$ cat config.mk
export PLATFORM = sky130hd
export DESIGN_NAME = fft_output_reorder
export DESIGN_NICKNAME = d
export VERILOG_FILES = /design/src/rtl/fft_pkg.sv /design/src/rtl/fft_output_reorder_ram.sv /design/src/rtl/fft_output_reorder.sv
export SDC_FILE = /design/constraint.sdc
export NUM_CORES = 2
export LEC_CHECK = 0
export ABC_AREA = 1
export CORE_MARGIN = 2
export CORE_UTILIZATION = 32
export CTS_CLUSTER_DIAMETER = 30
export CTS_CLUSTER_SIZE = 40
export DETAILED_ROUTE_END_ITERATION = 16
export PLACE_DENSITY = 0.44
export SLEW_MARGIN = 20
export SYNTH_ARGS = -nofsm -noshare
export SYNTH_HDL_FRONTEND = slang
export SYNTH_SLANG_ARGS = --single-unit
$ cat constraint.sdc
create_clock -name clk -period 5.95 [get_ports clk]
set_clock_uncertainty 0.1 [all_clocks]
set_input_delay 1.19 -clock clk [delete_from_list [all_inputs] [get_ports clk]]
set_output_delay 1.19 -clock clk [all_outputs]
set_load 0.05 [all_outputs]
$ cat src/rtl/fft_pkg.sv
// fft_pkg: shared types and sizes for the FFT output reorder slice
package fft_pkg;
  localparam int BIT_WIDTH = 24;
  localparam int N_PTS = 16;
  localparam int SIZE_W = 4;
  localparam int BANKS = 2;
  typedef struct packed {
    logic signed [BIT_WIDTH-1:0] re;
    logic signed [BIT_WIDTH-1:0] im;
  } sample_t;
  typedef enum logic [1:0] {IDLE, FETCH, SEND} rd_state_e;
endpackage

$ cat src/rtl/fft_output_reorder_ram.sv
// pingpong_ram: two banks of simple dual-port RAM, bank bit on top of the address
module pingpong_ram
  import fft_pkg::*;
#(
  parameter int W = 2 * BIT_WIDTH,
  parameter int AW = $clog2(BANKS) + SIZE_W
) (
  input  logic          clk,
  input  logic          rst_n,
  input  logic          we,
  input  logic [AW-1:0] waddr,
  input  logic [W-1:0]  wdata,
  input  logic          re,
  input  logic [AW-1:0] raddr,
  output logic [W-1:0]  rdata
);
  logic [W-1:0] mem [2**AW];
  logic [W-1:0] rdata_q, rdata_d;
  always_ff @(posedge clk)
    if (we) mem[waddr] <= wdata;
  always_comb rdata_d = re ? mem[raddr] : rdata_q;
  always_ff @(posedge clk or negedge rst_n)
    if (!rst_n) rdata_q <= '0;
    else rdata_q <= rdata_d;
  assign rdata = rdata_q;
endmodule

$ cat src/rtl/fft_output_reorder.sv
// fft_output_reorder: collects scrambled FFT bins into ping-pong banks and replays them in natural order
module fft_output_reorder
  import fft_pkg::*;
#(
  parameter int bit_width = BIT_WIDTH,
  parameter int N = N_PTS,
  parameter int SIZE = SIZE_W
) (
  input  logic                        clk,
  input  logic                        rst_n,
  input  logic                        valid_i,
  input  logic signed [bit_width-1:0] Re_i,
  input  logic signed [bit_width-1:0] Im_i,
  input  logic [SIZE-1:0]             wr_ptr_i,
  output logic signed [bit_width-1:0] Re_o,
  output logic signed [bit_width-1:0] Im_o,
  output logic [SIZE-1:0]             idx_o,
  output logic                        valid_o,
  input  logic                        ready_i,
  output logic                        last_o,
  output logic                        frame_done_o,
  output logic                        overflow_o
);
  logic [BANKS-1:0] full_q, full_d, rel, set;
  logic wr_bank_q, wr_bank_d, overflow_q, overflow_d;
  logic [SIZE:0] wr_cnt_q, wr_cnt_d;
  rd_state_e state_q, state_d;
  logic rd_bank_q, rd_bank_d, valid_q, valid_d, done_q, done_d;
  logic [SIZE-1:0] rd_idx_q, rd_idx_d, rd_addr_idx;
  logic wr_ok, acc, last_acc, rd_en;
  logic [2*bit_width-1:0] rdata;
  always_comb begin
    acc = valid_q && ready_i;
    last_acc = acc && rd_idx_q == SIZE'(N - 1);
    // releasing a bank this cycle makes it writable this cycle
    rel = last_acc ? BANKS'(1) << rd_bank_q : '0;
    wr_ok = valid_i && !(full_q[wr_bank_q] && !rel[wr_bank_q]);
    set = (wr_ok && wr_cnt_q == (SIZE+1)'(N - 1)) ? BANKS'(1) << wr_bank_q : '0;
    full_d = (full_q & ~rel) | set;
    wr_cnt_d = wr_ok ? (|set ? '0 : wr_cnt_q + 1'b1) : wr_cnt_q;
    wr_bank_d = wr_bank_q ^ (|set);
    overflow_d = overflow_q | (valid_i && !wr_ok);
    done_d = last_acc;
    state_d = state_q;
    rd_bank_d = rd_bank_q;
    rd_idx_d = rd_idx_q;
    valid_d = valid_q;
    rd_en = 1'b0;
    rd_addr_idx = rd_idx_q;
    case (state_q)
      IDLE: if (|full_d) begin
        // with both banks full the writer points at the older one
        state_d = FETCH;
        rd_bank_d = &full_d ? wr_bank_d : !full_d[0];
        rd_idx_d = '0;
      end
      FETCH: begin
        rd_en = 1'b1;
        valid_d = 1'b1;
        state_d = SEND;
      end
      SEND: if (last_acc) begin
        valid_d = 1'b0;
        state_d = full_d[!rd_bank_q] ? FETCH : IDLE;
        rd_bank_d = full_d[!rd_bank_q] ? !rd_bank_q : rd_bank_q;
        rd_idx_d = '0;
      end else if (acc) begin
        rd_idx_d = rd_idx_q + 1'b1;
        rd_en = 1'b1;
        rd_addr_idx = rd_idx_d;
      end
      default: state_d = IDLE;
    endcase
  end
  always_ff @(posedge clk or negedge rst_n)
    if (!rst_n) begin
      full_q <= '0;
      wr_bank_q <= 1'b0;
      wr_cnt_q <= '0;
      overflow_q <= 1'b0;
      state_q <= IDLE;
      rd_bank_q <= 1'b0;
      rd_idx_q <= '0;
      valid_q <= 1'b0;
      done_q <= 1'b0;
    end else begin
      full_q <= full_d;
      wr_bank_q <= wr_bank_d;
      wr_cnt_q <= wr_cnt_d;
      overflow_q <= overflow_d;
      state_q <= state_d;
      rd_bank_q <= rd_bank_d;
      rd_idx_q <= rd_idx_d;
      valid_q <= valid_d;
      done_q <= done_d;
    end
  pingpong_ram #(.W(2 * bit_width), .AW(SIZE + 1)) u_ram (
    .clk   (clk),
    .rst_n (rst_n),
    .we    (wr_ok),
    .waddr ({wr_bank_q, wr_ptr_i}),
    .wdata ({Re_i, Im_i}),
    .re    (rd_en),
    .raddr ({rd_bank_q, rd_addr_idx}),
    .rdata (rdata)
  );
  assign Re_o = rdata[2*bit_width-1:bit_width];
  assign Im_o = rdata[bit_width-1:0];
  assign idx_o = rd_idx_q;
  assign valid_o = valid_q;
  assign last_o = valid_q && rd_idx_q == SIZE'(N - 1);
  assign frame_done_o = done_q;
  assign overflow_o = overflow_q;
endmodule

==> impl_metrics.env <==
export IMPL_avgViaCountPerCell=4.906
export IMPL_final_area_um2=89170
export IMPL_path_class="in2reg"
export IMPL_ys_top_cells_by_area="edfxtp_1 (66%), nand3_1 (13%), inv_1 (5.5%)"
export IMPL_finalSetupViolCount=0
export IMPL_post_route_period_util=0.7079
export IMPL_firstDrtPassIters=6
export IMPL_die_w_um=472.5
export IMPL_hold_class="in2async"
export IMPL_synth_top_family_by_area="simple AND/OR/NAND/NOR gates"
export IMPL_sw_frac_of_total=0.3229
export IMPL_place_hpwl_um=120100
export IMPL_nFillCells=20620
export IMPL_grt_overflow=0
export IMPL_cts_setup_buffers=0
export IMPL_core_area_um2=217600
export IMPL_synthAdderAreaFrac=0.001604
export IMPL_fin_hold_ws_ps=54.44
export IMPL_tns_ps=0
export IMPL_relSlewSlack=0.2431
export IMPL_fin_crit_ps=4212
export IMPL_wire_per_inst_um=23.15
export IMPL_grt_usage=0.2022
export IMPL_critPathMaxFanout=24
export IMPL_fin_util=0.4098
export IMPL_sequentialPowerShare=0.282
export IMPL_fmax_mhz=237.4
export IMPL_cts_made_buffers=425
export IMPL_p_per_area_nw_per_um2=520.6
export IMPL_final_max_slew_viol_count=0
export IMPL_cts_tree="yes"
export IMPL_synth_top_area_frac=0.6568
export IMPL_synth_edf_count=1536
export IMPL_vias=48500
export IMPL_crit_path_top_delay_cell="clkdlybuf4s50_1"
export IMPL_place_gp_congestion=0.7514
export IMPL_wl_um=228900
export IMPL_ctsResizeCount=0
export IMPL_synth_area_um2=70220
export IMPL_io_buffer_count=111
export IMPL_end_kind="register"
export IMPL_dieHeight_um=472.5
export IMPL_rsz0062_at_grt="false"
export IMPL_grt_max_degree=177
export IMPL_clk_latency_ps=990
export IMPL_worst_pin_slew_ps=1135
export IMPL_crit_arrival_ps=4720
export IMPL_drtIter0Drc=4128
export IMPL_grt_pass1_vias=47980
export IMPL_cts_hold_buffers=0
export IMPL_avgSynthCellArea_um2=11.01
export IMPL_clockBufferDepth=4
export IMPL_syn_nets=6443
export IMPL_synth_compound_area_frac=0.002405
export IMPL_antenna_found_initial=4
export IMPL_cpPeakStageDelay_ps=500
export IMPL_yosys_warnings=0
export IMPL_clk_pin_slew_worst_paths_ps=40
export IMPL_muxShareOfSynthArea=0.0001425
export IMPL_crit_required_ps=6460
export IMPL_ys_async_sr_fraction=0.04120
export IMPL_synth_main_ff_cell="edfxtp_1"
export IMPL_crit_top_cell="inv_1"
export IMPL_io_pin_count=112
export IMPL_p_int_mw=31.43
export IMPL_drive_gt1_frac=0.1248
export IMPL_place_inst=9123
export IMPL_crit_chain="clkdlybuf4s50_1, nand2_2, inv_1, nand2_1, o21ai_0, inv_1, o21ai_0, nand2_1, inv_1, nand3_1, buf_4, nor2_4, buf_12"
export IMPL_clockPowerShare=0.473
export IMPL_p_leak_nw=35.39
export IMPL_synth_xor_area_frac=0.0002494
export IMPL_syn_to_final_growth_pct=26.98
export IMPL_peakVddDrop_mv=0.3660
export IMPL_root_buffer="clkbuf_16"
export IMPL_finalNetCount=6761
export IMPL_ys_seq_area_frac=0.6803
export IMPL_synth_simple_area_share=0.2303
export IMPL_status="finished clean"
export IMPL_ant_nets=0
export IMPL_cp_start_kind="input pin"
export IMPL_switchingPower_mw=14.99
export IMPL_netlist_cell_type_count=30
export IMPL_hold_violations=0
export IMPL_fp_row_count=171
export IMPL_drv_cap=0
export IMPL_synth_seq_cells=1602
export IMPL_placed_cell_area_um2=75390
export IMPL_grt_pass1_wl_um=335300
export IMPL_start_util=0.3227
export IMPL_synth_area_leader_cell="edfxtp_1"
export IMPL_drc=0
export IMPL_cts_sinks=1602
export IMPL_cts_htree_levels=5
export IMPL_synth_cells=6378
export IMPL_dieArea_um2=223200
export IMPL_fin_cells=9885
export IMPL_crit_buf_inv=6
export IMPL_critical_path_top_delay_family="buffers and inverters"
export IMPL_pwr_share_comb=0.245
## per-layer routing
metal  vias up  GRT usage  share of wire
li1      22570          -              -
met1     24130     0.2821           0.46
met2      1416     0.3227           0.47
met3       383    0.03339          0.051
met4         4    0.06023          0.023
met5         -          0        0.00012
## cells in the final DEF, fill, tap and decap left out, types with 4 or more instances in the layout
cell type        netlist  layout
clkbuf_8               0      17
nand3b_1             424     424
clkinv_1               0      74
buf_12                 0      63
inv_1               1027    1025
clkinv_2               0      83
nor2_4                 0      33
dfrtp_1               66      65
clkdlybuf4s50_1        0      94
clkinvlp_4             0      16
buf_4                 31     141
edfxtp_1            1536    1536
clkbuf_1              82      79
buf_2                292      16
nand3_1             1784    1784
inv_6                  0       4
ha_1                   9       9
a21oi_1                6       6
nand2_1             1015    1014
bufinv_16              0      53
nor2_1                48      16
clkbuf_16              0     428
o21ai_0               16      15
## logic make-up (layout without fill, tap and decap cells)
family | after synthesis | count (layout)
and+or+nand+nor | 3282 | 3282
buffers and inverters | 1453 | 2104
other | 0 | 2
muxes | 1 | 1
xor gates and xnor gates | 2 | 2
DFF | 1602 | 1602
AOI/OAI and AO/OA | 29 | 29
adders and majority gates | 9 | 9
## state kept, by name (all words and copies together), names as in the netlist
signal / flops
frame_done_o: 1
full_q: 2
idx_o: 4
overflow_o: 1
rd_bank_q: 1
state_q: 2
u_ram.mem: 1536
u_ram.rdata: 48
valid_o: 1
wr_bank_q: 1
wr_cnt_q: 5
## path summary, 6_finish.rpt
| kind | slack, ps | cells after the start | from | to |
|---|---|---|---|---|
| hold / removal | 50 | 1 | rst_n | u_ram.rdata[47] |
| setup reg to reg | 1820 | 13 | idx_o[0] | u_ram.mem[31][8] |
| hold reg to reg | 380 | 2 | u_ram.rdata[2] | u_ram.rdata[2] |
| min in group clk | 380 | 2 | u_ram.rdata[2] | u_ram.rdata[2] |
| setup / recovery | 1740 | 13 | ready_i | u_ram.mem[31][8] |
| max in group asynchronous | 4490 | 2 | rst_n | u_ram.rdata[25] |
## cells in the mapped netlist, drive strengths merged (2+ instances only)
cell type and number:
buf 341, ha 9, o22ai 2, nand2 1019
nand3b 424, nand3 1785, nor3 2, o21bai 2
inv 1030, edfxtp 1536, xor2 2, nor2 50
dfrtp 66, a21oi 6, o21ai 17, clkbuf 82
## power groups by stage
| stage | clock network [mW] | logic [mW] | registers (mW) |
|---|---|---|---|
| floorplan | 0 | 6.76 | 13.7 |
| global placement | 0 | 11.5 | 13.3 |
| detailed placement | 0 | 11.5 | 13.3 |
| CTS | 22.2 | 11.6 | 13.1 |
| global route | 22.9 | 12.5 | 13.1 |
| finish | 21.9 | 11.4 | 13.1 |
## metrics by stage
| step | setup WS (ps) | total power, mW |
|---|---|---|
| 4_1_cts | 1705 | 46.91 |
| 5_1_grt | 1419 | 48.50 |
| 6_report | 1738 | 46.42 |
| 3_3_place_gp | 700.2 | 24.81 |
| 3_5_place_dp | 675.8 | 24.80 |
| 2_1_floorplan | 885.7 | 20.47 |
## layout make-up
type                            instances  area (um^2)  share of cell area
Clock buffer                          524        11240              0.1261
Sequential cell                      1602        47780              0.5358
Inverter                             1030         3882             0.04354
Tap cell                             2854         3571             0.04004
Multi-Input combinational cell       3323        16810              0.1885
Clock inverter                        236         2541             0.02850
Timing Repair Buffer                  314         3341             0.03746
Antenna cell                            2        5.005          0.00005612
No activity file was read; power rests on OpenSTA's default activity.
